## config.mk

```make
export PLATFORM = sky130hd
export DESIGN_NAME = pc_fetch_ctrl
export DESIGN_NICKNAME = d
export VERILOG_FILES = /design/src/rtl/pc_fetch_ctrl.sv
export SDC_FILE = /design/constraint.sdc
export NUM_CORES = 1
export LEC_CHECK = 0
export CAP_MARGIN = 20
export CORE_ASPECT_RATIO = 0.7
export CORE_MARGIN = 5
export CORE_UTILIZATION = 48
export DETAILED_ROUTE_END_ITERATION = 8
export GPL_ROUTABILITY_DRIVEN = 0
export GPL_TIMING_DRIVEN = 0
export HOLD_SLACK_MARGIN = 0.03
export MAX_ROUTING_LAYER = met4
export PLACE_DENSITY = 0.87
export SYNTH_ARGS = -nofsm -noshare
export SYNTH_HDL_FRONTEND = slang
export SYNTH_SLANG_ARGS = --single-unit
```

## constraint.sdc

```tcl
create_clock -name CLK -period 2 [get_ports CLK]
set_input_delay 0.3 -clock CLK [delete_from_list [all_inputs] [get_ports CLK]]
set_output_delay 0.3 -clock CLK [all_outputs]
set_load 0.005 [all_outputs]
```

## src/rtl/pc_fetch_ctrl.sv

```systemverilog
// pc_fetch_ctrl: instruction-fetch controller for the pipelined RISC-V core.
//
// Owns the architectural fetch PC. It sequences instruction-memory requests
// over a req/ack handshake, delivers fetched words to decode through a
// registered if_* stage backed by a one-entry skid buffer, and applies
// branch/jump redirects from EX by flushing wrong-path fetches.
//
// Ports
//   CLK, RST_n          clock (rising edge), asynchronous active-low reset
//   stall_i             decode cannot accept; if_* outputs hold
//   redirect_i          one-cycle redirect pulse from EX
//   redirect_addr_i     redirect target; bits [1:0] are dropped
//   imem_req_o          instruction memory request
//   imem_addr_o         request address (always the fetch PC)
//   imem_ack_i          request complete; imem_rdata_i valid in the same cycle
//   imem_rdata_i        fetched instruction word
//   if_valid_o          if_pc_o / if_instr_o hold a valid instruction
//   if_pc_o, if_instr_o delivered PC and instruction
//   flush_o             one-cycle pulse after every redirect edge
//   dbg_state_o         current FSM state (BOOT=0, FETCH=1, DRAIN=2)
//
// Handshakes
//   imem: a request is accepted on the rising edge where imem_req_o and
//   imem_ack_i are both 1. Once raised, imem_req_o stays 1 with a stable
//   imem_addr_o until that edge. Decode side: an instruction is taken on
//   the edge where if_valid_o=1 and stall_i=0; with stall_i=1 if_* hold.
module pc_fetch_ctrl #(
  parameter logic [31:0] RESET_ADDR = 32'h0000_0000,
  parameter int unsigned BOOT_DELAY = 2
) (
  input  logic        CLK,
  input  logic        RST_n,
  input  logic        stall_i,
  input  logic        redirect_i,
  input  logic [31:0] redirect_addr_i,
  output logic        imem_req_o,
  output logic [31:0] imem_addr_o,
  input  logic        imem_ack_i,
  input  logic [31:0] imem_rdata_i,
  output logic        if_valid_o,
  output logic [31:0] if_pc_o,
  output logic [31:0] if_instr_o,
  output logic        flush_o,
  output logic [1:0]  dbg_state_o
);

  localparam logic [31:0] NOP       = 32'h0000_0013;
  localparam logic [3:0]  BOOT_LAST = 4'(BOOT_DELAY);

  typedef enum logic [1:0] {
    ST_BOOT  = 2'd0,
    ST_FETCH = 2'd1,
    ST_DRAIN = 2'd2
  } state_t;

  state_t      state_q, state_d;
  logic [3:0]  boot_cnt_q, boot_cnt_d;
  logic [31:0] pc_q, pc_d;
  logic [31:0] pend_q, pend_d;
  logic        req_q, req_d;
  logic        skid_valid_q, skid_valid_d;
  logic [31:0] skid_pc_q, skid_pc_d;
  logic [31:0] skid_instr_q, skid_instr_d;
  logic        if_valid_q, if_valid_d;
  logic [31:0] if_pc_q, if_pc_d;
  logic [31:0] if_instr_q, if_instr_d;
  logic        flush_q, flush_d;
  logic        hs;
  logic [31:0] target;

  assign hs     = req_q && imem_ack_i;
  assign target = redirect_addr_i & 32'hFFFF_FFFC;

  always_comb begin
    state_d      = state_q;
    boot_cnt_d   = boot_cnt_q;
    pc_d         = pc_q;
    pend_d       = pend_q;
    skid_valid_d = skid_valid_q;
    skid_pc_d    = skid_pc_q;
    skid_instr_d = skid_instr_q;
    if_valid_d   = if_valid_q;
    if_pc_d      = if_pc_q;
    if_instr_d   = if_instr_q;
    flush_d      = redirect_i;
    req_d        = 1'b0;

    case (state_q)
      ST_BOOT: begin
        if (boot_cnt_q == BOOT_LAST) state_d = ST_FETCH;
        else                         boot_cnt_d = boot_cnt_q + 4'd1;
      end
      ST_FETCH: begin
        if (hs) begin
          pc_d = pc_q + 32'd4;
          if (!if_valid_q || !stall_i) begin
            if_valid_d = 1'b1;
            if_pc_d    = pc_q;
            if_instr_d = imem_rdata_i;
          end else begin
            // Decode is holding a valid word: park the new one in the skid.
            skid_valid_d = 1'b1;
            skid_pc_d    = pc_q;
            skid_instr_d = imem_rdata_i;
          end
        end else if (!stall_i) begin
          if (skid_valid_q) begin
            if_valid_d   = 1'b1;
            if_pc_d      = skid_pc_q;
            if_instr_d   = skid_instr_q;
            skid_valid_d = 1'b0;
          end else begin
            if_valid_d = 1'b0;
          end
        end
      end
      ST_DRAIN: begin
        // The outstanding wrong-path word is swallowed; resume at the target.
        if (!stall_i) if_valid_d = 1'b0;
        if (hs) begin
          pc_d    = pend_q;
          state_d = ST_FETCH;
        end
      end
      default: state_d = ST_BOOT;
    endcase

    // Redirect overrides stall and ack.
    if (redirect_i) begin
      if_valid_d   = 1'b0;
      skid_valid_d = 1'b0;
      if (state_q == ST_BOOT) begin
        pc_d = target;
      end else if (!req_q || imem_ack_i) begin
        pc_d    = target;
        state_d = ST_FETCH;
      end else begin
        // Request in flight: keep its address until it completes.
        pend_d  = target;
        state_d = ST_DRAIN;
      end
    end

    // Request for the next cycle: an unacked request is held, otherwise a
    // new one starts when the skid stays empty and decode is not blocked.
    req_d = (req_q && !imem_ack_i) ||
            ((state_d == ST_FETCH) && !skid_valid_d && !(if_valid_d && stall_i));
  end

  always_ff @(posedge CLK or negedge RST_n) begin
    if (!RST_n) begin
      state_q      <= ST_BOOT;
      boot_cnt_q   <= 4'd0;
      pc_q         <= RESET_ADDR;
      pend_q       <= RESET_ADDR;
      req_q        <= 1'b0;
      skid_valid_q <= 1'b0;
      skid_pc_q    <= 32'd0;
      skid_instr_q <= NOP;
      if_valid_q   <= 1'b0;
      if_pc_q      <= 32'd0;
      if_instr_q   <= NOP;
      flush_q      <= 1'b0;
    end else begin
      state_q      <= state_d;
      boot_cnt_q   <= boot_cnt_d;
      pc_q         <= pc_d;
      pend_q       <= pend_d;
      req_q        <= req_d;
      skid_valid_q <= skid_valid_d;
      skid_pc_q    <= skid_pc_d;
      skid_instr_q <= skid_instr_d;
      if_valid_q   <= if_valid_d;
      if_pc_q      <= if_pc_d;
      if_instr_q   <= if_instr_d;
      flush_q      <= flush_d;
    end
  end

  assign imem_req_o  = req_q;
  assign imem_addr_o = pc_q;
  assign if_valid_o  = if_valid_q;
  assign if_pc_o     = if_pc_q;
  assign if_instr_o  = if_instr_q;
  assign flush_o     = flush_q;
  assign dbg_state_o = state_q;

endmodule

```

Yosys cells after proc, flatten, opt, wreduce, memory -nomap -nowiden
Index checks and enable logic that the tools add are counted.
{ "op_classes": {"addsub": 2, "n_eq_ne": 6, "muxes": 32, "bitwise_logic": 4, "n_reduce_logical": 20} }
{ "ops": {"columns": ["cell", "n"], "rows": [
  ["2-to-1 mux 32 bit", 13],
  ["one-hot mux 32 bit (2 select lines)", 1],
  ["adder 32 x 3 -> 32 bit (second input constant)", 1],
  ["2-to-1 mux 1 bit", 11],
  ["2-to-1 mux 2 bit", 5],
  ["zero test 1 bit", 6],
  ["one-hot mux 2 bit (3 select lines)", 1],
  ["AND reduction 3 bit", 2],
  ["logical AND 1 bit", 5],
  ["adder 4 x 1 -> 4 bit (second input constant)", 1],
  ["equality test 2 x 1 -> 1 bit (second input constant)", 2],
  ["equality test 4 x 2 -> 1 bit (second input constant)", 1],
  ["!= test 2 x 1 -> 1 bit (second input constant)", 2],
  ["inverter 1 bit", 4],
  ["AND reduction 4 bit", 1],
  ["logical OR 1 bit", 3],
  ["equality test 2 bit (second input constant)", 1],
  ["zero test 2 bit", 1],
  ["one-hot mux 1 bit (2 select lines)", 1],
  ["AND reduction 2 bit", 1],
  ["nonzero test 2 bit", 1]
]} }
{ "word_totals": {"ff_bits": 200, "in_bits": 69, "output_inout_bits": 101, "word_cells": 76} }

Depth between registers and ports, before layout
{ "depth": {"depth_word": 10, "depth_mapped": 9, "ltp_nobuf": 7} }

Least setup slack after synthesis
OpenSTA, ideal clock, no wires.
{ "synth_path": {"kind": "flip-flop to flip-flop", "startpoint": "register pc_q[2], in the netlist imem_addr_o[2]", "endpoint": "register pc_q[22], in the netlist imem_addr_o[22]", "setup_time_ps": 64, "arrival_time_ps": 2066, "required_time_ps": 1936, "path_slack_ps": -131, "path_stages_with_launch": 7, "n_path_buf": 0, "synth_period_minus_slack_ps": 2131, "path_cell_list": "dfrtp_1 ha_1 nand3_4 or4_4 or4_1 a31oi_1 o31a_2"} }
{ "synth_between": {"elab_chain_cells": 6} }
{ "synth_lines": {"columns": ["item", "line_no", "source"], "rows": [
  ["start: declaration", "58", "logic [31:0] pc_q, pc_d;"],
  ["start signal: assignment", "167", "pc_q <= pc_d;"],
  ["adder 32 x 3 -> 32 bit *", "95", "pc_d = pc_q + 32'd4;"],
  ["2-to-1 mux 32 bit *", "94", "if (hs) begin"],
  ["one-hot mux 32 bit (2 select lines) *", "88", "case (state_q)"],
  ["2-to-1 mux 32 bit", "134", "end else if (!req_q || imem_ack_i) begin"],
  ["2-to-1 mux 32 bit", "132", "if (state_q == ST_BOOT) begin"],
  ["2-to-1 mux 32 bit *", "129", "if (redirect_i) begin"],
  ["named net pc_d[22]", "58", null]
]} }
Mark *: on every way through the listed nets, which the timed path passes. The rest lies on a longest branch.
A chain may end at the register's enable or synchronous reset.

Final worst setup path
{ "layout_path": {"startpoint": "register pc_q[12], in the netlist imem_addr_o[12]", "endpoint": "register pc_q[22], in the netlist imem_addr_o[22]"} }
The elaborated chain is that of the path after synthesis.

==> impl_results.html <==
<table>
<tr><th>Metric</th><th>Value</th></tr>
<tr><th colspan="2">Clock tree</th></tr>
<tr><td>H-tree levels</td><td>4</td></tr>
<tr><td># clock sinks</td><td>200</td></tr>
<tr><td>Worst-Skew Late Latency</td><td>0.44 ns</td></tr>
<tr><td>CTS clk-pin slew, worst paths</td><td>0.08 ns</td></tr>
<tr><td>Clock root buffer</td><td>sky130_fd_sc_hd__clkbuf_16</td></tr>
<tr><td>Clock tree from TritonCTS</td><td>yes</td></tr>
<tr><td>Cts bufs inserted</td><td>17</td></tr>
<tr><td>Longest Clk Path Bufs</td><td>2</td></tr>
<tr><th colspan="2">Logic synthesis</th></tr>
<tr><td>Largest cells by area after synthesis</td><td>sky130_fd_sc_hd__dfrtp_1 (52%), sky130_fd_sc_hd__mux2_2 (11%), sky130_fd_sc_hd__mux2i_1 (7.8%), sky130_fd_sc_hd__o21ai_0 (4.9%), sky130_fd_sc_hd__nand2_1 (3.9%)</td></tr>
<tr><td>Netlist area before placement</td><td>0.00929 mm2</td></tr>
<tr><td>Synthesized instance count</td><td>839</td></tr>
<tr><td>Main synth FF type</td><td>sky130_fd_sc_hd__dfrtp_1</td></tr>
<tr><td>Fraction of synthesized cell area taken by the top area cell type</td><td>52.3%</td></tr>
<tr><td>Average cell area after synthesis</td><td>11.1 um2</td></tr>
<tr><td>Count of synthesis-stage warnings from yosys</td><td>0</td></tr>
<tr><td>Distinct cell type count of the synthesized netlist</td><td>53</td></tr>
<tr><td>Seq/Total Area, Yosys</td><td>54.0%</td></tr>
<tr><td>Net Count, Synth</td><td>916</td></tr>
<tr><td>Most common library cells after synthesis</td><td>sky130_fd_sc_hd__dfrtp_1 (194), sky130_fd_sc_hd__nand2_1 (96), sky130_fd_sc_hd__mux2_2 (92)</td></tr>
<tr><td>Leading cell type by number of instances after synthesis</td><td>sky130_fd_sc_hd__dfrtp_1</td></tr>
<tr><td>Top cell type by total area after synthesis</td><td>sky130_fd_sc_hd__dfrtp_1</td></tr>
<tr><td>Share of flip-flops with an asynchronous set or reset</td><td>100%</td></tr>
<tr><td>Number of synthesized register bits</td><td>200</td></tr>
<tr><td>Number of flops mapped to enable cells by yosys</td><td>0</td></tr>
<tr><th colspan="2">Routing</th></tr>
<tr><td>Initial DRT Pass Iterations</td><td>5</td></tr>
<tr><td>Final ANT Viol Nets</td><td>0</td></tr>
<tr><td>Via count</td><td>7,832</td></tr>
<tr><td>Total wire length after detailed routing</td><td>27,700 um</td></tr>
<tr><td>Detailed router's first-iteration violation count</td><td>1,132</td></tr>
<tr><td>Ratio of routed vias to standard cells</td><td>5.89</td></tr>
<tr><td>DR WL/cell</td><td>20.9 um</td></tr>
<tr><td>DRC Markers</td><td>0</td></tr>
<tr><th colspan="2">Critical path</th></tr>
<tr><td>Setup slack, reg-to-reg</td><td>-0.09 ns</td></tr>
<tr><td>FF-to-FF End</td><td>imem_addr_o[22]</td></tr>
<tr><td>Reg2Reg Launch Point</td><td>imem_addr_o[12]</td></tr>
<tr><td>Crit path max-delay cell type</td><td>sky130_fd_sc_hd__or4_4</td></tr>
<tr><td>Depth of the worst register-to-register path</td><td>6</td></tr>
<tr><td>Arrival time at the worst endpoint</td><td>2.47 ns</td></tr>
<tr><td>Sum of buffers and inverters on the critical path</td><td>1</td></tr>
<tr><td>Kind of end point of the critical path</td><td>flip-flop</td></tr>
<tr><td>Maximum fanout along the worst path</td><td>5</td></tr>
<tr><td>Critical path required time</td><td>2.38 ns</td></tr>
<tr><td>Critical Path Start Type</td><td>flip-flop</td></tr>
<tr><td>Worst setup path class</td><td>flip-flop to flip-flop</td></tr>
<tr><td>Highest cell delay on the worst timing path</td><td>0.59 ns</td></tr>
<tr><td>Largest delay share family, worst path</td><td>simple AND/OR/NAND/NOR gates</td></tr>
<tr><td>Crit path cell chain</td><td>buf_6 &gt; nand4_1 &gt; or4_4 &gt; or4_1 &gt; a31oi_1 &gt; o31a_2</td></tr>
<tr><th colspan="2">Place</th></tr>
<tr><td>Placement-stage cell area</td><td>0.0113 mm2</td></tr>
<tr><td>Worst slack at placement</td><td>-1.02 ns</td></tr>
<tr><td>Detailed placement HPWL</td><td>18,500 um</td></tr>
<tr><td>Port Buffers</td><td>167</td></tr>
<tr><th colspan="2">Timing</th></tr>
<tr><td>Final Hold Slack</td><td>0.434 ns</td></tr>
<tr><td>Post-route fraction of the period consumed by the critical path</td><td>104%</td></tr>
<tr><td>Min Clock Period, post-route</td><td>2.09 ns</td></tr>
<tr><td>Worst setup skew after layout</td><td>0.0136 ns</td></tr>
<tr><td>Worst slew pin tran</td><td>0.781 ns</td></tr>
<tr><td>Final count of hold timing violations</td><td>0</td></tr>
<tr><td>Setup Viol. Count Final</td><td>7</td></tr>
<tr><td>Slew margin rel.</td><td>47.9%</td></tr>
<tr><td>Setup repair after global routing missed its margin</td><td>true</td></tr>
<tr><td>Slew Limit Fails</td><td>0</td></tr>
<tr><td>Final Worst Setup Slack</td><td>-0.0861 ns</td></tr>
<tr><td>Maximum operating frequency</td><td>0.479 GHz</td></tr>
<tr><th colspan="2">Cells and area</th></tr>
<tr><td>Area used by multi-input combinational logic</td><td>0.00420 mm2</td></tr>
<tr><td>Sequential Area</td><td>0.00503 mm2</td></tr>
<tr><td>Number of nets in the layout</td><td>1,129</td></tr>
<tr><td>Post-route cell area</td><td>0.0125 mm2</td></tr>
<tr><td>Share of final-layout standard cells stronger than drive strength 1</td><td>24.3%</td></tr>
<tr><td>Synth-to-layout area growth</td><td>34.3%</td></tr>
<tr><td>Count of filler cells inserted in the layout</td><td>1,439</td></tr>
<tr><th colspan="2">Global route</th></tr>
<tr><td>Wire length of the first global-routing pass</td><td>42,000 um</td></tr>
<tr><td>Largest net degree at the start of global routing</td><td>118</td></tr>
<tr><td>Number of global-route vias before repair</td><td>7,690</td></tr>
<tr><td>Final global-route overflow total</td><td>0</td></tr>
<tr><td>GR Util All Layers</td><td>24.7%</td></tr>
<tr><td>Initial antenna violation count</td><td>1</td></tr>
<tr><th colspan="2">Power</th></tr>
<tr><td>Internal portion of total power</td><td>11,900 uW</td></tr>
<tr><td>Part of the total power dissipated in sequential elements</td><td>37.8%</td></tr>
<tr><td>Power spent charging and discharging nets</td><td>7380 uW</td></tr>
<tr><td>Proportion of power drawn by the clock network</td><td>17.6%</td></tr>
<tr><td>Static leakage</td><td>0.00544 uW</td></tr>
<tr><td>Power Density</td><td>1540 mW/mm2</td></tr>
<tr><td>Peak supply drop</td><td>0.788 mV</td></tr>
<tr><td>Combinational fraction of design power</td><td>44.6%</td></tr>
<tr><td>Switching share of power</td><td>38.4%</td></tr>
<tr><th colspan="2">Floorplan</th></tr>
<tr><td>IO Count</td><td>170</td></tr>
<tr><td>Core outline area</td><td>0.0190 mm2</td></tr>
<tr><td>Die Y-Extent</td><td>126 um</td></tr>
<tr><td>Effective utilization at floorplan</td><td>48.9%</td></tr>
<tr><td>DIE AREA</td><td>0.0223 mm2</td></tr>
<tr><td>Rows</td><td>42</td></tr>
<tr><td>Chip width</td><td>176 um</td></tr>
<tr><th colspan="2">Outcome</th></tr>
<tr><td>Violations in the final reports</td><td>negative setup slack</td></tr>
<tr><td>Run status</td><td>finished with violations</td></tr>
<tr><th colspan="2">Min path</th></tr>
<tr><td>Hold WC Path Type</td><td>input pin to async pin</td></tr>
<tr><th colspan="2">Flow run</th></tr>
<tr><td>Number of maximum-capacitance constraint violations</td><td>0</td></tr>
</table>
## cell usage in the layout, fill, tap and decap left out, drive strengths merged, types with 5 or more instances in the layout
| cell | n |
|---|---|
| nand4 | 10 |
| o22ai | 7 |
| nor3 | 8 |
| clkdlybuf4s50 | 165 |
| a221o | 5 |
| nand3 | 17 |
| dfrtp | 194 |
| nor2 | 48 |
| ha | 8 |
| a31oi | 10 |
| nand2 | 96 |
| mux2i | 72 |
| dfstp | 6 |
| a21oi | 26 |
| a221oi | 16 |
| inv | 15 |
| and3 | 6 |
| o21ai | 92 |
| mux2 | 92 |
| clkbuf | 49 |
| nor4 | 9 |
| o211ai | 6 |
| clkinv | 6 |
| or4 | 6 |
| buf | 52 |
## cells by family after synthesis
kind of cell	share of synthesized area, %
xor+xnor	0.283
simple gates	10.9
compound gates	11.9
flops	54.0
fa+ha+maj	1.08
mux	18.9
buf+inv	2.88
## stage by stage
stage | total power [uW] | util (%) | TNS, ns | std cells
2_1_floorplan | 11100 | - | -0.0399 | 839
3_3_place_gp | 14500 | 59.6 | -1633.81 | 1270
3_5_place_dp | 14900 | 59.8 | -141.35 | 1271
4_1_cts | 18700 | 64.3 | -0.142 | 1312
5_1_grt | 20300 | 65.8 | -2.36 | 1330
6_report | 19300 | 65.8 | -0.406 | 1330
## routing by layer
layer | vias to the layer above | share of wire (%) | wire, um | GRT usage (%)
met3 | 88 | 11 | 2970 | 6.45
met1 | 3768 | 41 | 11500 | 33.6
met2 | 499 | 45 | 12600 | 36.8
li1 | 3477 | - | - | -
met5 | - | 0 | 0 | -
met4 | 0 | 2.6 | 724 | 7.61
## worst max path at each step
stage                                from              end  cells after the start
after floorplan            imem_addr_o[3]  imem_addr_o[22]                      6
after global routing      imem_addr_o[16]  imem_addr_o[24]                      8
after detailed placement       imem_ack_i      if_pc_o[26]                      8
final                     imem_addr_o[12]  imem_addr_o[22]                      6
after global placement              RST_n   imem_addr_o[2]                      1
after CTS                  imem_addr_o[3]  imem_addr_o[22]                      6
## sequential cells by signal (all words and copies together) (netlist names)
signal,count
if_instr_o,32
if_pc_o,32
imem_addr_o,32
skid_instr_q,32
skid_pc_q,32
pend_q,30
boot_cnt_q,4
dbg_state_o,2
flush_o,1
if_valid_o,1
imem_req_o,1
skid_valid_q,1
## power groups by stage
stage	clock network, uW	logic [uW]	registers [uW]
after floorplan	0	4140	6930
after global placement	0	7350	7160
after detailed placement	0	7610	7250
after CTS	3420	8030	7200
after global routing	3600	9240	7480
final	3390	8590	7270
## layout make-up
class / count / area share (%)
flip-flops and latches: 200 / 40.3
multi-input cells: 574 / 33.7
repair buffers: 198 / 15.5
clock buffers: 18 / 3.44
plain buffers: 52 / 2.95
well taps: 264 / 2.65
clock inverters: 14 / 1.10
inverters: 9 / 0.301
diodes: 1 / 0.0201
## timing repair
item	CTS	global route
buffers inserted	11	18
pin swaps	7	12
hold endpoints to repair	77	0
hold buffers	1	0
endpoints found under the setup margin	189	147
gates resized for setup	75	60
Note: power is estimated with default switching activity, not from simulation.
==> RTL edit 1 (config.mk and constraints unchanged) <==
Register the output `dbg_state_o` once more; this adds one clock of latency there. The other outputs are not delayed to match.
--- a/src/rtl/pc_fetch_ctrl.sv
+++ b/src/rtl/pc_fetch_ctrl.sv
@@ -183,7 +183,9 @@
   assign if_pc_o     = if_pc_q;
   assign if_instr_o  = if_instr_q;
   assign flush_o     = flush_q;
-  assign dbg_state_o = state_q;
+  always_ff @(posedge CLK) begin
+    dbg_state_o <= state_q;
+  end
 
 endmodule
 
Behaviour: not the same (a bounded check fails within 4 cycles, from zero or initial values and one cycle with RST_n low).
==> RTL edit 1 against the unedited design <==
The run still ends with negative setup slack left; sequential power is 0.7% higher; die area is 1.5% higher; sequential cell count is 2 higher; critical path depth is 2 higher; synthesized area is 1.6% higher; power is 0.18% lower; setup slack better by 0.055 ns; final area is 1.2% higher; wire length is 1.2% higher; critical path type unchanged.
==> RTL edit 1: results <==
set metrics [dict create \
    status "finished, violations left" \
    violations "negative setup slack" \
    pre_cts_ws_ns -1.001 \
    critPathSlowestCell "dfrtp_2" \
    wl_met2_um 12880 \
    cp.arrival_ns 2.44 \
    via_count 8013 \
    grt_max_degree 113 \
    path_max_fanout 10 \
    cts_buffers 20 \
    post-place-cells 1282 \
    dr.first_iter.drc_count 1025 \
    avgRoutedWirePerCell_um 21.06 \
    seq_area_frac_synth 0.5354 \
    fin_nets 1131 \
    power_leakage_nw 5.453 \
    wl_met3_um 2595 \
    clock_latency_ns 0.50 \
    r2r_end "imem_addr_o[11]$_DFF_PN0_" \
    synth_cells 850 \
    cts_buffer_depth 3 \
    setup_tns_ns -0.06302 \
    r2r-start "state_q[1]$_DFF_PN0_" \
    finalSetupViolCount 3 \
    grt_pass1_vias 7897 \
    grt_usage 0.2435 \
    worst_pin_slew_ns 0.6945 \
    async_flop_share 0.9901 \
    grt.met1_usage 0.3392 \
    ys_top_cells_by_count "dfrtp_1, nand2_1, mux2_2, o21ai_0, mux2i_1" \
    wl_met1_um 11960 \
    fin_worst_skew_ns 0.01545 \
    place_area_mm2 0.01149 \
    ys_top_cells_by_area "dfrtp_1, mux2_2, mux2i_1" \
    critPathLaunch "state_q[1]$_DFF_PN0_" \
    use_met3 0.04873 \
    reg2regPathDepth 8 \
    drt_wl_total_um 28070 \
    ir_drop_uv 812.3 \
    drive_gt1_frac 0.2434 \
    hpwl_um 19050 \
    worst_hold_slack_ns 0.3748 \
    fin_ws_ns -0.03094 \
]
[RTL edit 1: changes by cell type in the layout (fill, tap and decap cells not counted), sizes merged, moves of 4 or more]
cell,unedited run,this run
clkinv,6,2
clkbuf,49,68
mux2i,72,67
inv,15,10
and3,6,10
o21ai,92,83
buf,52,41
nor2b,4,0
[RTL edit 1: layout make-up]
class,instances,area (µm²)
Clock inverter,3,40.04
Timing Repair Buffer,188,1884
Inverter,10,40.04
Sequential cell,202,5076
Clock buffer,33,630.6
Antenna cell,1,2.502
Buffer,55,402.9
Multi-Input combinational cell,577,4214
Fill cell,1434,6507
Tap cell,264,330.3
[RTL edit 1: cells by family after synthesis]
kind of cell             Yosys count  synth area share
buffers and inverters             71           0.03301
XOR/XNOR                           4          0.003713
AND/OR/NAND/NOR                  223            0.1135
AO/OA/AOI/OAI                    180            0.1193
flip-flops                       202            0.5354
multiplexers                     162            0.1844
adder cells (fa/ha/maj)            8           0.01061
[RTL edit 1: worst max path at each step]
stage / endpoint / slack [ns] / depth (start not counted)
floorplan: pend_q[10]$_DFFE_PN0P_ / -0.08 / 6
global placement: if_instr_o[13]$_DFFE_PN0P_ / -7.58 / 1
detailed placement: imem_addr_o[9]$_DFF_PN0_ / -1.00 / 7
CTS: imem_addr_o[13]$_DFF_PN0_ / 0.003 / 8
global route: imem_addr_o[13]$_DFF_PN0_ / -0.02 / 8
finish: imem_addr_o[11]$_DFF_PN0_ / -0.03 / 8
[RTL edit 1: what timing repair did]
action,4_1_cts,5_1_grt
endpoints found under the setup margin,194,128
gates resized for setup,81,63
pin swaps,3,7
buffers inserted,11,8
hold buffers,1,0
endpoints found under the hold margin,82,0
[RTL edit 1: report_power, final]
part           switching, mW  internal (mW)  total [mW]
Combinational           3.92           4.12        8.04
Clock                   1.58           2.28        3.86
Sequential              1.50           5.82        7.32
==> RTL edit 2 (same settings) <==
Made on the original files. Make the reset (`RST_n`) synchronous in one clocked block. Comments in the files are not updated.
--- a/src/rtl/pc_fetch_ctrl.sv
+++ b/src/rtl/pc_fetch_ctrl.sv
@@ -147,7 +147,7 @@
             ((state_d == ST_FETCH) && !skid_valid_d && !(if_valid_d && stall_i));
   end
 
-  always_ff @(posedge CLK or negedge RST_n) begin
+  always_ff @(posedge CLK) begin
     if (!RST_n) begin
       state_q      <= ST_BOOT;
       boot_cnt_q   <= 4'd0;
Behaviour: differs if RST_n is asserted again (counterexample within 4 cycles, from zero or initial values and one cycle with RST_n low); with RST_n held inactive, the same outputs for 4 cycles.
==> RTL edit 2 against the unedited design <==
The run still ends with negative setup slack left; synthesized area increased by 0.34%; fmax increased by 0.37%; sequential share of layout area decreased by 7.8 points; first-iteration DRC count increased by 51%; hold slack improved by 0.00078 ns; final area increased by 0.16%; sequential cell count unchanged; setup slack improved by 0.0077 ns; wire length increased by 23%.
Power is not compared: it rests on default switching activity, and its combinational part moved more than twofold at a synthesized area within 25%.
==> RTL edit 2: results <==
set metrics [dict create \
    synth_cells 1160 \
    r2r-start "dbg_state_o[0]$_SDFF_PN0_" \
    status "finished, violations left" \
    grt.met1_usage 0.3809 \
    violations "negative setup slack" \
    pre_cts_ws_ns -0.8695 \
    wl_met1_um 13370 \
    synth.area.mux_share 0.009132 \
    register_area_mm2 0.004068 \
    use_met3 0.09042 \
    hpwl_um 22960 \
    synth_cell_types 62 \
    via_count 10270 \
    min_path_type "input port to flip-flop" \
    grt_max_degree 18 \
    fin_ws_ns -0.07839 \
    clk_share 0.04636 \
    multi_input_area_share 0.4037 \
    dr.first_iter.drc_count 1713 \
    finalSetupViolCount 6 \
    synth_xor_area_frac 0.002820 \
    multi_input_gates 849 \
    grt_usage 0.2911 \
    place_area_mm2 0.01131 \
    inverters 10 \
    synth_ff_type "dfxtp_1" \
    post-cts-setup-buffers 8 \
]
## RTL edit 2: changes by cell type after synthesis, sizes merged, moves of 68 or more
cell / before / now
dfxtp: 0 / 200
dfrtp: 194 / 0
mux2: 92 / 4
mux2i: 72 / 4
nand2: 96 / 348
a21boi: 0 / 94
## RTL edit 2: final timing paths
check	to	slack [ns]	cells past startpoint
setup / recovery	imem_addr_o[3]$_SDFF_PN0_	-0.08	10
hold / removal	imem_addr_o[23]$_SDFF_PN0_	0.43	3
setup reg to reg	imem_addr_o[3]$_SDFF_PN0_	-0.08	10
hold reg to reg	skid_pc_q[24]$_SDFFE_PN0P_	0.46	2
## RTL edit 2: cells by family after synthesis
kind of cell / after synthesis
simple gates: 530
compound gates: 300
flops: 200
buf+inv: 111
mux: 8
fa+ha+maj: 8
xor+xnor: 3
## RTL edit 2: critical path, delay by kind of cell (launching register included)
family,cells,cell delay (ns)
AOI/OAI and AO/OA,2,0.25
buffers and inverters,5,0.68
adders and majority gates,1,0.21
and+or+nand+nor,2,0.48
DFF,1,0.37
